--- src/rtl/key_debouncer.sv ---
// rtl/key_debouncer.sv - 12-key synchroniser/debouncer with lowest-key encoder
// Optional KEY_MONO_EN: keys output becomes one-hot of the lowest debounced key.
module key_debouncer #(
   parameter int DEBOUNCE_CYCLES = 500000,
   parameter int CNT_W           = 19
) (
   input  logic        clk,
   input  logic        rst_n,
   input  logic [11:0] raw_keys,
   output logic [11:0] keys,
   output logic        key_valid,
   output logic [3:0]  key_code,
   output logic        key_event
);

   localparam logic [CNT_W-1:0] CNT_MAX = CNT_W'(DEBOUNCE_CYCLES - 1);

   logic [11:0]      sync1;
   logic [11:0]      sync2;
   logic [11:0]      deb;
   logic [11:0]      deb_nxt;
   logic [11:0]      keys_nxt;
   logic [CNT_W-1:0] cnt     [12];
   logic [CNT_W-1:0] cnt_nxt [12];

   // A key flips only after CNT_MAX+1 consecutive disagreeing samples; any agreement restarts it.
   always_comb begin
      deb_nxt = deb;
      for (int i = 0; i < 12; i++) begin
         cnt_nxt[i] = '0;
         if (sync2[i] != deb[i]) begin
            if (cnt[i] == CNT_MAX)
               deb_nxt[i] = sync2[i];
            else
               cnt_nxt[i] = cnt[i] + 1'b1;
         end
      end
   end

`ifdef KEY_MONO_EN
   assign keys_nxt = deb_nxt & (~deb_nxt + 12'd1);
`else
   assign keys_nxt = deb_nxt;
`endif

   always_ff @(posedge clk or negedge rst_n) begin
      if (!rst_n) begin
         sync1     <= '0;
         sync2     <= '0;
         deb       <= '0;
         keys      <= '0;
         key_event <= 1'b0;
         for (int i = 0; i < 12; i++)
            cnt[i] <= '0;
      end else begin
         sync1     <= raw_keys;
         sync2     <= sync1;
         deb       <= deb_nxt;
         keys      <= keys_nxt;
         key_event <= (keys_nxt != keys);
         for (int i = 0; i < 12; i++)
            cnt[i] <= cnt_nxt[i];
      end
   end

   assign key_valid = |keys;

   always_comb begin
      key_code = 4'd0;
      for (int i = 11; i >= 0; i--)
         if (keys[i])
            key_code = 4'(i);
   end

endmodule

--- config.mk ---
export PLATFORM = sky130hd
export DESIGN_NAME = key_debouncer
export DESIGN_NICKNAME = d
export VERILOG_FILES = /design/src/rtl/key_debouncer.sv
export SDC_FILE = /design/constraint.sdc
export NUM_CORES = 1
export LEC_CHECK = 0
export CAP_MARGIN = 20
export CORE_MARGIN = 4
export CORE_UTILIZATION = 28
export CTS_BUF_LIST = sky130_fd_sc_hd__clkbuf_4 sky130_fd_sc_hd__clkbuf_8 sky130_fd_sc_hd__clkbuf_16
export DETAILED_ROUTE_END_ITERATION = 16
export SETUP_SLACK_MARGIN = 0.15
export SYNTH_ARGS = -nofsm -noshare
export SYNTH_HDL_FRONTEND = slang
export SYNTH_SLANG_ARGS = --single-unit
--- constraint.sdc ---
create_clock -name clk -period 3.95 [get_ports clk]
set_clock_uncertainty 0.2 [all_clocks]
set_input_delay 0.9875 -clock clk [delete_from_list [all_inputs] [get_ports clk]]
set_output_delay 0.9875 -clock clk [all_outputs]
set_load 0.05 [all_outputs]
==> summary.md <==
| Metric | Value |
|---|---|
| Sequence of cells on the critical path | nor4_2 > nor2b_1 > dlygate4sd2_1 |
| Number of warning messages in the yosys log | 0 |
| Detailed route wirelength on metal2 | 10.7 mm |
| Number of buffers created by CTS | 30 |
| Simple-Gate Fraction of Synth Area | roughly 25% |
| Peak per-stage delay on the critical path | between 0.5 and 0.6 ns |
| Share of total power in the clock network | between 50 and 60% |
| Maximum net fanout on the critical path | 6 |
| Core region area | roughly 0.043 mm^2 |
| Max Buffers Root-to-Sink | 3 |
| I/O Buffers | 31 |
| First DRT Iteration DRCs | roughly 350 |
| Part of the Yosys area used for sequential elements | 54.5% |
| Logic pwr share | 2.8% |
| Outcome | finished clean |
| Global placement routability congestion | 0.788 |
| Buffer type at the clock tree root | clkbuf_16 |
| Detail Route Antenna Nets | 0 |
| Top layer reached by signal wires | met4 |
| Leakage | 0.00605 uW |
| Routed length on met1 | 11.7 mm |
| Wire length of the first global-routing pass | 40.0 mm |
| Switching share of power | 21.0% |
| Critical path capture point type | output pin |
| Clock tree sinks | about 270 |
| Final setup violation count | 0 |
| Net total in the final layout | 1277 |
| Residual DRC count | 0 |
| Initial core utilization | 28.3% |
| Post-detailed-route via-to-cell ratio | 4.45 |
| Diodes inserted | 0 |
| Final Core Density | 33.2% |
| Peak ir drop on the vdd network | 326 uV |
| Setup WS pre-CTS | roughly 0.47 ns |
| Highest clock frequency the design can meet | 280 MHz |
| Number of antenna violations at the first check in global routing | 0 |
| Synthesized-area fraction occupied by ao, oa, aoi and oai cells | 0.864% |
| Filler Cells Inserted | 4439 |
| Critical Path AT | 2.38 ns |
| Number of buffers inserted for hold repair after clock tree synthesis | 0 |
| Row Count | 76 |
| Net switching power | 1260 uW |
| Setup TNS Final | 0 ns |
| Fraction of final layout cells with drive strength greater than 1 | 6.60% |
| Crit path setup slack, layout | 0.382 ns |
| Worst slew pin tran | 0.711 ns |
| Post-route fraction of the period consumed by the critical path | 90.3% |
| WL per Instance | around 13 um |
| Register bit count reported by yosys | 265 |
| Combinational family with the most area after synthesis | simple AND/OR/NAND/NOR gates |
| Slew HR | a little over half |
| Critical-path top delay cell | dlygate4sd2_1 |
| Setup repair after global routing missed its margin | false |
| Cell area after synthesis | 0.0122 mm^2 |
| Power Internal | 4770 uW |
| Pins over their slew limit | 0 |
| Deepest level of the CTS H-tree | 1 |
| Syn nets | roughly 1200 |
| Number of setup buffers added after CTS | 0 |
| Met3 Wirelength | between 500 and 600 um |
| Avg Synthesized Cell Area | 10.1 um^2 |
| Hpwl dp | 16.0 mm |
| Pin count of the biggest net entering global routing | 94 |
| Synth Instances | 1208 |
| Unique cell type count in the Yosys netlist | 40 |
| Die Footprint | 0.0469 mm^2 |
| Fin. Hold Viols | 0 |
| Relative contribution of sequential cells to total power | 46.3% |
| Path type of the worst setup path | reg2out |
| Die Y-Extent | 216 um |
| Synthesis-to-finish area growth | 17.2% |
| WL final | ~23 mm |
| Number of top-level design ports | 32 |
| Adder-cell area share of the yosys netlist | 1.23% |
| Maximum capacitance violations | 0 |
| Clock tree from TritonCTS | yes |
| Share of cell area taken by muxes after synthesis | 1.02% |
| Synthesized-area fraction occupied by xor and xnor cells | about 15% |
| Power density normalized to cell area | 423 mW/mm^2 |
| Clock latency on the worst-skew pair | 0.55 ns |
| Width of the chip | 216 um |
| Type of the worst min-delay path | reg2reg |
| Via count of the first global-routing pass | a little over 8000 |
| Residual overflow from global routing | 0 |
| Detailed-router iteration count before antenna repair | 4 |
| Critical Path RT | 2.76 ns |
| Total global-route track usage | about a tenth |
| Post-CTS clock slew at the launch and capture registers of the worst setup and hold paths | 0.06 ns |
| Final critical delay including setup and external delays | 3.57 ns |
| Critical path startpoint category | register |
| Vias post-DR | 8268 |
==> through the flow <==
stage	total power (uW)	instances	area, um^2	hold WS, ns
floorplan	2920	1208	12200	0.131
finish	6030	1857	14300	0.153
detailed placement	3020	1804	13100	0.135
global route	6280	1857	14300	0.163
global placement	3020	1804	13100	0.134
CTS	6140	1857	14300	0.153
==> logic make-up after synthesis <==
group / count (synthesis)
multiplexers: 11
XOR/XNOR: 214
adder cells (fa/ha/maj): 12
flip-flops: 265
buffers and inverters: 53
AND/OR/NAND/NOR: 640
AO/OA/AOI/OAI: 13
==> final timing paths <==
kind,startpoint,end,slack [ns],depth (start not counted)
worst min-delay path,sync1[6],sync2[6],0.15,0
worst min register to register,sync1[6],sync2[6],0.15,0
worst max register to register,cnt[0],cnt[10],1.48,6
min in group asynchronous,rst_n,cnt[188],0.20,1
worst max-delay path,deb[1],key_code[2],0.38,3
max in group asynchronous,rst_n,cnt[30],2.46,2
==> what timing repair did <==
action | in CTS | in global routing
resized for setup | 3 | 4
cloned | 0 | 0
pin swaps | 0 | 0
endpoints found under the setup margin | 3 | 2
==> cells in the final DEF (no fill, tap or decap), types with 25 or more instances in the layout <==
cell             Yosys  routed
and3_1              32      32
clkbuf_16            0      30
clkdlybuf4s50_1      0      25
dfrtp_1            265     265
inv_1               30      30
nand2_1             78      78
nand3_1             84      84
nand4_1             56      56
nor2_1             285     285
nor3_1              26      26
xnor2_1             84      84
xor2_1             130     130
==> power groups by stage <==
stage | clock network, uW | registers (uW) | logic (uW)
global placement | 0 | 2840 | 177
global route | 3280 | 2800 | 202
CTS | 3170 | 2800 | 179
finish | 3070 | 2800 | 171
floorplan | 0 | 2830 | 88.3
detailed placement | 0 | 2840 | 178
==> critical path, delay by kind of cell, from the launching register on <==
family,cells,cell delay (ns)
simple gates,2,0.79
buf+inv,1,0.58
flops,1,0.46
==> cell type report <==
class / count / area, um^2 / area share (%)
clock buffers: 38 / 842 / 5.90
well taps: 585 / 732 / 5.13
multi-input cells: 890 / 5320 / 37.3
inverters: 30 / 113 / 0.790
clock inverters: 15 / 273 / 1.91
flip-flops and latches: 265 / 6630 / 46.5
repair buffers: 34 / 354 / 2.48
==> routing by layer <==
| layer | GRT usage [%] | up-vias |
|---|---|---|
| li1 | - | 4138 |
| met3 | 1.50 | 32 |
| met1 | 14.1 | 4028 |
| met4 | 2.50 | 0 |
| met2 | 16.2 | 70 |
| met5 | 0 | - |
==> cell usage after synthesis <==
| cell type | count | area share, % |
|---|---|---|
| buf_2 | 16 | 0.66 |
| o21bai_1 | 1 | 0.062 |
| inv_1 | 30 | 0.93 |
| nand2_2 | 1 | 0.051 |
| clkbuf_1 | 6 | 0.19 |
| and4_1 | 15 | 1.1 |
| nor4bb_1 | 4 | 0.33 |
| o21ai_0 | 2 | 0.082 |
| and3_1 | 32 | 1.6 |
| or4b_1 | 1 | 0.082 |
| mux2_2 | 11 | 1.0 |
| nor4b_1 | 9 | 0.65 |
| o41ai_1 | 1 | 0.072 |
| o22ai_1 | 1 | 0.051 |
| and4_4 | 2 | 0.19 |
| xnor2_1 | 84 | 6.0 |
| or3_1 | 4 | 0.21 |
| nand3b_1 | 1 | 0.062 |
| and2_1 | 3 | 0.15 |
| nor4_1 | 19 | 0.98 |
| nor2_1 | 285 | 8.8 |
| dfrtp_1 | 265 | 54 |
| a221oi_1 | 1 | 0.072 |
| o221ai_1 | 1 | 0.072 |
| nor3_1 | 26 | 1.1 |
| and4b_1 | 1 | 0.082 |
| nor2b_1 | 2 | 0.10 |
| nand2b_1 | 4 | 0.21 |
| a2111oi_4 | 1 | 0.23 |
| nor3b_1 | 3 | 0.19 |
| or2_2 | 8 | 0.41 |
| a22oi_1 | 1 | 0.062 |
| xor2_1 | 130 | 9.4 |
| buf_6 | 1 | 0.093 |
| or4_1 | 2 | 0.12 |
| nand4_1 | 56 | 2.9 |
| nand2_1 | 78 | 2.4 |
| nand3_1 | 84 | 3.5 |
| ha_1 | 12 | 1.2 |
| a21oi_1 | 4 | 0.16 |
==> state kept, by name, summed over array words and instances, names as in the netlist <==
name / cells
deb: 12
sync2: 12
sync1: 12
key_event: 1
cnt: 228
No activity file was read; power rests on OpenSTA's default activity.
